--- config.mk ---
export PLATFORM = sky130hd
export DESIGN_NAME = fixed_point_add_tree
export DESIGN_NICKNAME = d
export VERILOG_FILES = /design/src/rtl/fixed_point_add_tree.sv
export SDC_FILE = /design/constraint.sdc
export NUM_CORES = 1
export LEC_CHECK = 0
export CAP_MARGIN = 15
export CORE_MARGIN = 8
export CORE_UTILIZATION = 40
export DETAILED_ROUTE_END_ITERATION = 7
export GPL_ROUTABILITY_DRIVEN = 0
export GPL_TIMING_DRIVEN = 0
export PLACE_DENSITY_LB_ADDON = 0.1
export SYNTH_ARGS = -nofsm -noshare
export SYNTH_HDL_FRONTEND = slang
export SYNTH_SLANG_ARGS = --single-unit
--- constraint.sdc ---
create_clock -name CLK -period 3.7 [get_ports CLK]
set_input_delay 0.555 -clock CLK [delete_from_list [all_inputs] [get_ports CLK]]
set_output_delay 0.555 -clock CLK [all_outputs]
set_load 0.01 [all_outputs]
--- src/rtl/fixed_point_add_tree.sv ---
// rtl/fixed_point_add_tree.sv - pipelined multi-operand signed fixed-point adder tree
module fixed_point_add_tree #(
  parameter int WIDTH      = 8,
  parameter int FRAC_BITS  = 3,
  parameter int NUM_INPUTS = 4,
  parameter bit SATURATE   = 1'b1
) (
  input  logic                        CLK,
  input  logic                        RSTN,
  input  logic [NUM_INPUTS*WIDTH-1:0] VALUES_IN,
  input  logic                        VALID_IN,
  input  logic                        OVERFLOW_CLR,
  output logic [WIDTH-1:0]            VALUE_OUT,
  output logic                        VALID_OUT,
  output logic                        OVERFLOW,
  output logic                        OVERFLOW_STICKY
);

  // Tree depth, padded leaf count and the exact width of the full sum.
  localparam int LEVELS = $clog2(NUM_INPUTS);
  localparam int LEAVES = 1 << LEVELS;
  localparam int TW     = WIDTH + LEVELS;

  // The binary point is shared by every operand and the result, so it only
  // constrains legal configurations and never shifts any data.
  if (FRAC_BITS < 1 || NUM_INPUTS < 2 || WIDTH < 2) begin : g_param_check
    $error("fixed_point_add_tree: needs FRAC_BITS >= 1, NUM_INPUTS >= 2, WIDTH >= 2");
  end

  // Leaves are the sign-extended operands; padding leaves are zero.
  logic signed [TW-1:0] leaf [LEAVES];

  for (genvar i = 0; i < LEAVES; i++) begin : g_leaf
    if (i < NUM_INPUTS) begin : g_op
      assign leaf[i] = {{LEVELS{VALUES_IN[i*WIDTH+WIDTH-1]}}, VALUES_IN[i*WIDTH +: WIDTH]};
    end else begin : g_pad
      assign leaf[i] = '0;
    end
  end

  // vld_chain[k] is the valid bit feeding tree level k+1; index 0 is the input.
  logic [LEVELS-1:0] vld_q;
  logic [LEVELS:0]   vld_chain;

  assign vld_chain = {vld_q, VALID_IN};

  // Shift the valid bit alongside the data through every tree level.
  always_ff @(posedge CLK or negedge RSTN) begin
    if (!RSTN) begin
      vld_q <= '0;
    end else begin
      vld_q <= vld_chain[LEVELS-1:0];
    end
  end

  // Heap-ordered internal nodes: node 1 is the root, node n has children 2n
  // and 2n+1, and children at index LEAVES or above are the operand leaves.
  // Every node is carried at the final width so no level can overflow.
  logic signed [TW-1:0] sum_q [1:LEAVES-1];

  for (genvar n = 1; n < LEAVES; n++) begin : g_node
    localparam int DEPTH = $clog2(n + 1) - 1;
    localparam int LVL   = LEVELS - DEPTH;

    logic signed [TW-1:0] lhs;
    logic signed [TW-1:0] rhs;

    if (2 * n >= LEAVES) begin : g_from_leaf
      assign lhs = leaf[2*n - LEAVES];
      assign rhs = leaf[2*n + 1 - LEAVES];
    end else begin : g_from_node
      assign lhs = sum_q[2*n];
      assign rhs = sum_q[2*n + 1];
    end

    // Register this node's pair sum only when its level carries a valid vector.
    always_ff @(posedge CLK or negedge RSTN) begin
      if (!RSTN) begin
        sum_q[n] <= '0;
      end else if (vld_chain[LVL-1]) begin
        sum_q[n] <= lhs + rhs;
      end
    end
  end

  // The full sum fits WIDTH bits only when its top LEVELS+1 bits all match.
  logic signed [TW-1:0] root;
  logic [LEVELS:0]      top_bits;
  logic                 range_ovf;
  logic [WIDTH-1:0]     result;

  assign root      = sum_q[1];
  assign top_bits  = root[TW-1:WIDTH-1];
  assign range_ovf = (top_bits != '0) && (top_bits != '1);

  // Clamp toward the sign of the full sum, or keep the low WIDTH bits.
  always_comb begin
    result = root[WIDTH-1:0];
    if (SATURATE && range_ovf) begin
      result = root[TW-1] ? {1'b1, {(WIDTH-1){1'b0}}} : {1'b0, {(WIDTH-1){1'b1}}};
    end
  end

  // Output register: strobe, per-result overflow and a held result value.
  always_ff @(posedge CLK or negedge RSTN) begin
    if (!RSTN) begin
      VALID_OUT <= 1'b0;
      OVERFLOW  <= 1'b0;
      VALUE_OUT <= '0;
    end else begin
      VALID_OUT <= vld_chain[LEVELS];
      OVERFLOW  <= vld_chain[LEVELS] & range_ovf;
      if (vld_chain[LEVELS]) begin
        VALUE_OUT <= result;
      end
    end
  end

  // Sticky overflow: a qualified overflow pulse takes priority over a clear.
  always_ff @(posedge CLK or negedge RSTN) begin
    if (!RSTN) begin
      OVERFLOW_STICKY <= 1'b0;
    end else if (VALID_OUT && OVERFLOW) begin
      OVERFLOW_STICKY <= 1'b1;
    end else if (OVERFLOW_CLR) begin
      OVERFLOW_STICKY <= 1'b0;
    end
  end

endmodule

==> metrics.log <==
INFO  metric synth-seq-cells = 41
INFO  metric timing.hold.worst.class = in -> async
INFO  metric chipWidth = around 99 um
INFO  metric final.setup.tns = 0 ns
INFO  metric htreeDepth = 2
INFO  metric final_period_minus_worst_setup_slack = around 2.3 ns
INFO  metric cts_tree = yes
INFO  metric area_delta_synth_final = 24.7%
INFO  metric leakage = 1.46 nW
INFO  metric p_sw_share = 34.3%
INFO  metric layout.cells.most_common = sky130_fd_sc_hd__clkdlybuf4s50_1
INFO  metric total_power = 1.84 mW
INFO  metric number_of_antenna_violations_at_the_first_check_in_global_routing = 0
INFO  metric startpoint_type = input pin
INFO  metric synthArstFlopShare = 100%
INFO  metric max-slew-margin-rel = 68.9%
INFO  metric mappedNetlistArea = 2740 sq um
INFO  metric cts_max_path_buffers = 2
INFO  metric irDropWorstVdd = 0.157 mV
INFO  metric dp_hpwl = 4700 um
INFO  metric layout_common_cells = sky130_fd_sc_hd__clkdlybuf4s50_1 (45), sky130_fd_sc_hd__dfrtp_1 (41), sky130_fd_sc_hd__ha_1 (25)
INFO  metric cts-hold-fix-buffers = 0
INFO  metric syn-instance-count = around 270
INFO  metric wire_length_of_the_first_global_routing_pass = ~11,000 um
INFO  metric clk_pin_slew = 0.08 ns
INFO  metric worst-setup-path-type = in -> reg
INFO  metric post_cts_resize_count = 0
INFO  metric data_arrival_time_of_the_worst_path = 2.48 ns
INFO  metric yosys.area_share.adder = 13.6%
INFO  metric vias_in_the_first_global_route = 2,263
INFO  metric clock_group_share_of_total_power = 17.5%
INFO  metric synthMuxAreaShare = 8.12%
INFO  metric grt_setup_unrepaired = false
INFO  metric synth_compound_gate_area_share = 23.2%
INFO  metric timing_worst_slew_pin_value = ~0.46 ns
INFO  metric synth_cell_type_count = 49
INFO  metric antenna_cells = 0
INFO  metric synth.avg_cell_area = 10.1 sq um
INFO  metric worst_skew_pair_later_pin_latency = a little under 0.3 ns
INFO  metric groute.usage.overall = 13.0%
INFO  metric drt_first_pass_iters = 4
INFO  metric timing.rr.start = g_node[1].rhs[0]
INFO  metric yosys.area_share.xor_xnor = 2.88%
INFO  metric fin_skew = 0.00634 ns
INFO  metric core.rowCount = 30
INFO  metric power_report.internal_total = 1.21 mW
INFO  metric total_via_count_after_detailed_routing = around 2.2k
INFO  metric setup.worst_path.end_class = register
INFO  metric finalNetCount = around 390
INFO  metric regToRegEndpoint = root[6]
INFO  metric boundaryPins = 47
INFO  metric worst-path-max-fanout = 3
INFO  metric synth-seq-area-share = between 30% and 40%
INFO  metric tritoncts.num_buffers = 5
INFO  metric final_min_period_over_clock_period = 62.4%
INFO  metric fmax = 0.433 GHz
INFO  metric critical_path_required = approximately 3.9 ns
INFO  metric critical_path.endpoint = g_node[1].lhs[6]
INFO  metric setup-violations-final = 0
INFO  metric antenna_violating_nets_post_route = 0
INFO  metric fp.coreArea = 6720 sq um
INFO  metric timing.critical_path.from = VALUES_IN[0]
INFO  metric viasPerCell = 5.31
INFO  metric detail_route.iter0.violations = 39
INFO  metric power.density = 538 nW/um^2
INFO  metric yosys_warnings = 0
INFO  metric grt_start_max_net_pins = 30
INFO  metric timing.reg2reg.worst_path_depth = 7
INFO  metric max_cap_violations = 0
INFO  metric post_synth_and_or_nand_nor_area_fraction = 11.3%
INFO  metric clk_root_buffer_cell = sky130_fd_sc_hd__clkbuf_8
INFO  metric dieHeight = roughly 99 um
INFO  metric run_status = finished clean
INFO  metric netSwitchingPower = 0.631 mW
INFO  metric wl_per_cell = 14.1 um
INFO  metric fp.dieArea = 9760 sq um
INFO  metric synth_flop_cell = sky130_fd_sc_hd__dfrtp_1
INFO  metric routed_wl = between 5000 and 6000 um
INFO  metric start_util = 40.8%
INFO  metric cts_num_sinks = roughly 40
INFO  metric r2r_slack = 1.80 ns
INFO  metric p_seq_share = 36.4%
INFO  metric post-cts-setup-buffer-count = 0
INFO  metric drcViolationCount = 0
INFO  metric post_syn_nets = 335
INFO  metric slew_violations = 0
INFO  metric final_layout_size_suffix_gt1_share = around 15%
INFO  metric part_of_the_power_in_combinational_logic = a little under half
INFO  metric globalRouteOverflowTotal = 0
INFO  metric synth_edf_count = 0
INFO  metric finalHoldViolCount = 0
INFO  metric dominant_combinational_cell_family_by_area_after_synthesis = compound AO/OA/AOI/OAI gates
INFO  metric portBuffers = 46
how the worst min path moves through the flow:
stage                               to  slack [ns]
after floorplan               OVERFLOW        0.26
after global placement       VALID_OUT        0.36
after detailed placement     VALID_OUT        0.36
after CTS                 VALUE_OUT[2]        0.15
after global routing      VALUE_OUT[2]        0.15
final                     VALUE_OUT[2]        0.14
routing by layer:
layer	routed length (um)	GRT usage (%)
met5	0	0
met2	2740	22.1
met4	85	4.25
met3	276	3.10
met1	2640	15.7
power by group through the flow:
| stage | clock [mW] | sequential, mW | combinational [mW] |
|---|---|---|---|
| CTS | 0.330 | 0.671 | 0.857 |
| detailed placement | 0 | 0.681 | 0.851 |
| global route | 0.345 | 0.691 | 0.962 |
| floorplan | 0 | 0.684 | 0.570 |
| finish | 0.323 | 0.669 | 0.847 |
| global placement | 0 | 0.675 | 0.838 |
layout make-up:
cell class,count,area [sq um]
fill,661,3300
multi-input combinational,206,1620
sequential,41,1030
timing repair buffer,47,475
tap,80,100
clock buffer,7,96.3
inverter,15,56.3
buffer,9,38.8
clock inverter,1,5.00
logic make-up (layout without fill, tap and decap cells):
logic type               after synthesis  after routing
flip-flops                            41             41
multiplexers                          20             20
AND/OR/NAND/NOR                       63             63
adder cells (fa/ha/maj)               28             28
AO/OA/AOI/OAI                         86             86
buffers and inverters                 24             79
XOR/XNOR                               9              9
sequential cells by signal (all words and copies together), names as in the netlist:
name	flops
root	10
g_node.lhs	9
g_node.rhs	9
VALUE_OUT	8
vld_q	2
OVERFLOW	1
OVERFLOW_STICKY	1
VALID_OUT	1
cells in the mapped netlist, types with 2 or more instances:
master / n / share of area, %
sky130_fd_sc_hd__a2111o_1: 2 / 0.82
sky130_fd_sc_hd__a211o_1: 2 / 0.64
sky130_fd_sc_hd__a211oi_1: 6 / 1.6
sky130_fd_sc_hd__a211oi_2: 3 / 1.4
sky130_fd_sc_hd__a21o_1: 4 / 1.1
sky130_fd_sc_hd__a21oi_1: 19 / 3.5
sky130_fd_sc_hd__buf_2: 4 / 0.73
sky130_fd_sc_hd__clkbuf_1: 5 / 0.68
sky130_fd_sc_hd__dfrtp_1: 41 / 37
sky130_fd_sc_hd__fa_1: 3 / 2.2
sky130_fd_sc_hd__ha_1: 25 / 11
sky130_fd_sc_hd__inv_1: 13 / 1.8
sky130_fd_sc_hd__inv_2: 2 / 0.27
sky130_fd_sc_hd__mux2_2: 18 / 7.4
sky130_fd_sc_hd__mux2i_1: 2 / 0.73
sky130_fd_sc_hd__nand2_1: 22 / 3.0
sky130_fd_sc_hd__nand3_1: 6 / 1.1
sky130_fd_sc_hd__nand3b_1: 3 / 0.82
sky130_fd_sc_hd__nand4_1: 2 / 0.46
sky130_fd_sc_hd__nor2_1: 13 / 1.8
sky130_fd_sc_hd__nor2b_1: 2 / 0.46
sky130_fd_sc_hd__nor3_1: 4 / 0.73
sky130_fd_sc_hd__nor3b_1: 6 / 1.6
sky130_fd_sc_hd__o2111ai_1: 2 / 0.64
sky130_fd_sc_hd__o211ai_1: 6 / 1.6
sky130_fd_sc_hd__o21a_1: 3 / 0.82
sky130_fd_sc_hd__o21ai_0: 11 / 2.0
sky130_fd_sc_hd__o21ai_1: 3 / 0.55
sky130_fd_sc_hd__o21ba_2: 7 / 2.6
sky130_fd_sc_hd__o21bai_1: 2 / 0.55
sky130_fd_sc_hd__o2bb2ai_1: 3 / 0.96
sky130_fd_sc_hd__o31ai_1: 3 / 0.82
sky130_fd_sc_hd__xnor2_1: 6 / 1.9
sky130_fd_sc_hd__xor2_1: 3 / 0.96
critical path, cell delays in order:
cell and delay [ns]:
sky130_fd_sc_hd__clkdlybuf4s50_1 0.40, sky130_fd_sc_hd__ha_1 0.25, sky130_fd_sc_hd__fa_1 0.44, sky130_fd_sc_hd__a211o_1 0.34
sky130_fd_sc_hd__a21o_1 0.17, sky130_fd_sc_hd__a211oi_1 0.23, sky130_fd_sc_hd__o31ai_1 0.09
stage by stage:
step | util (%) | cell area, sq um | instances | worst slack [ns] | hold slack, ns
finish | 50.9 | 3420 | 406 | 1.39 | 0.141
global route | 50.9 | 3420 | 406 | 1.32 | 0.153
CTS | 50.9 | 3420 | 406 | 1.38 | 0.153
detailed placement | 49.4 | 3320 | 398 | 1.07 | 0.360
global placement | 49.1 | 3300 | 397 | 1.00 | 0.357
floorplan | - | 2740 | 271 | 1.62 | 0.259
Power figures use the tool's default switching activity.
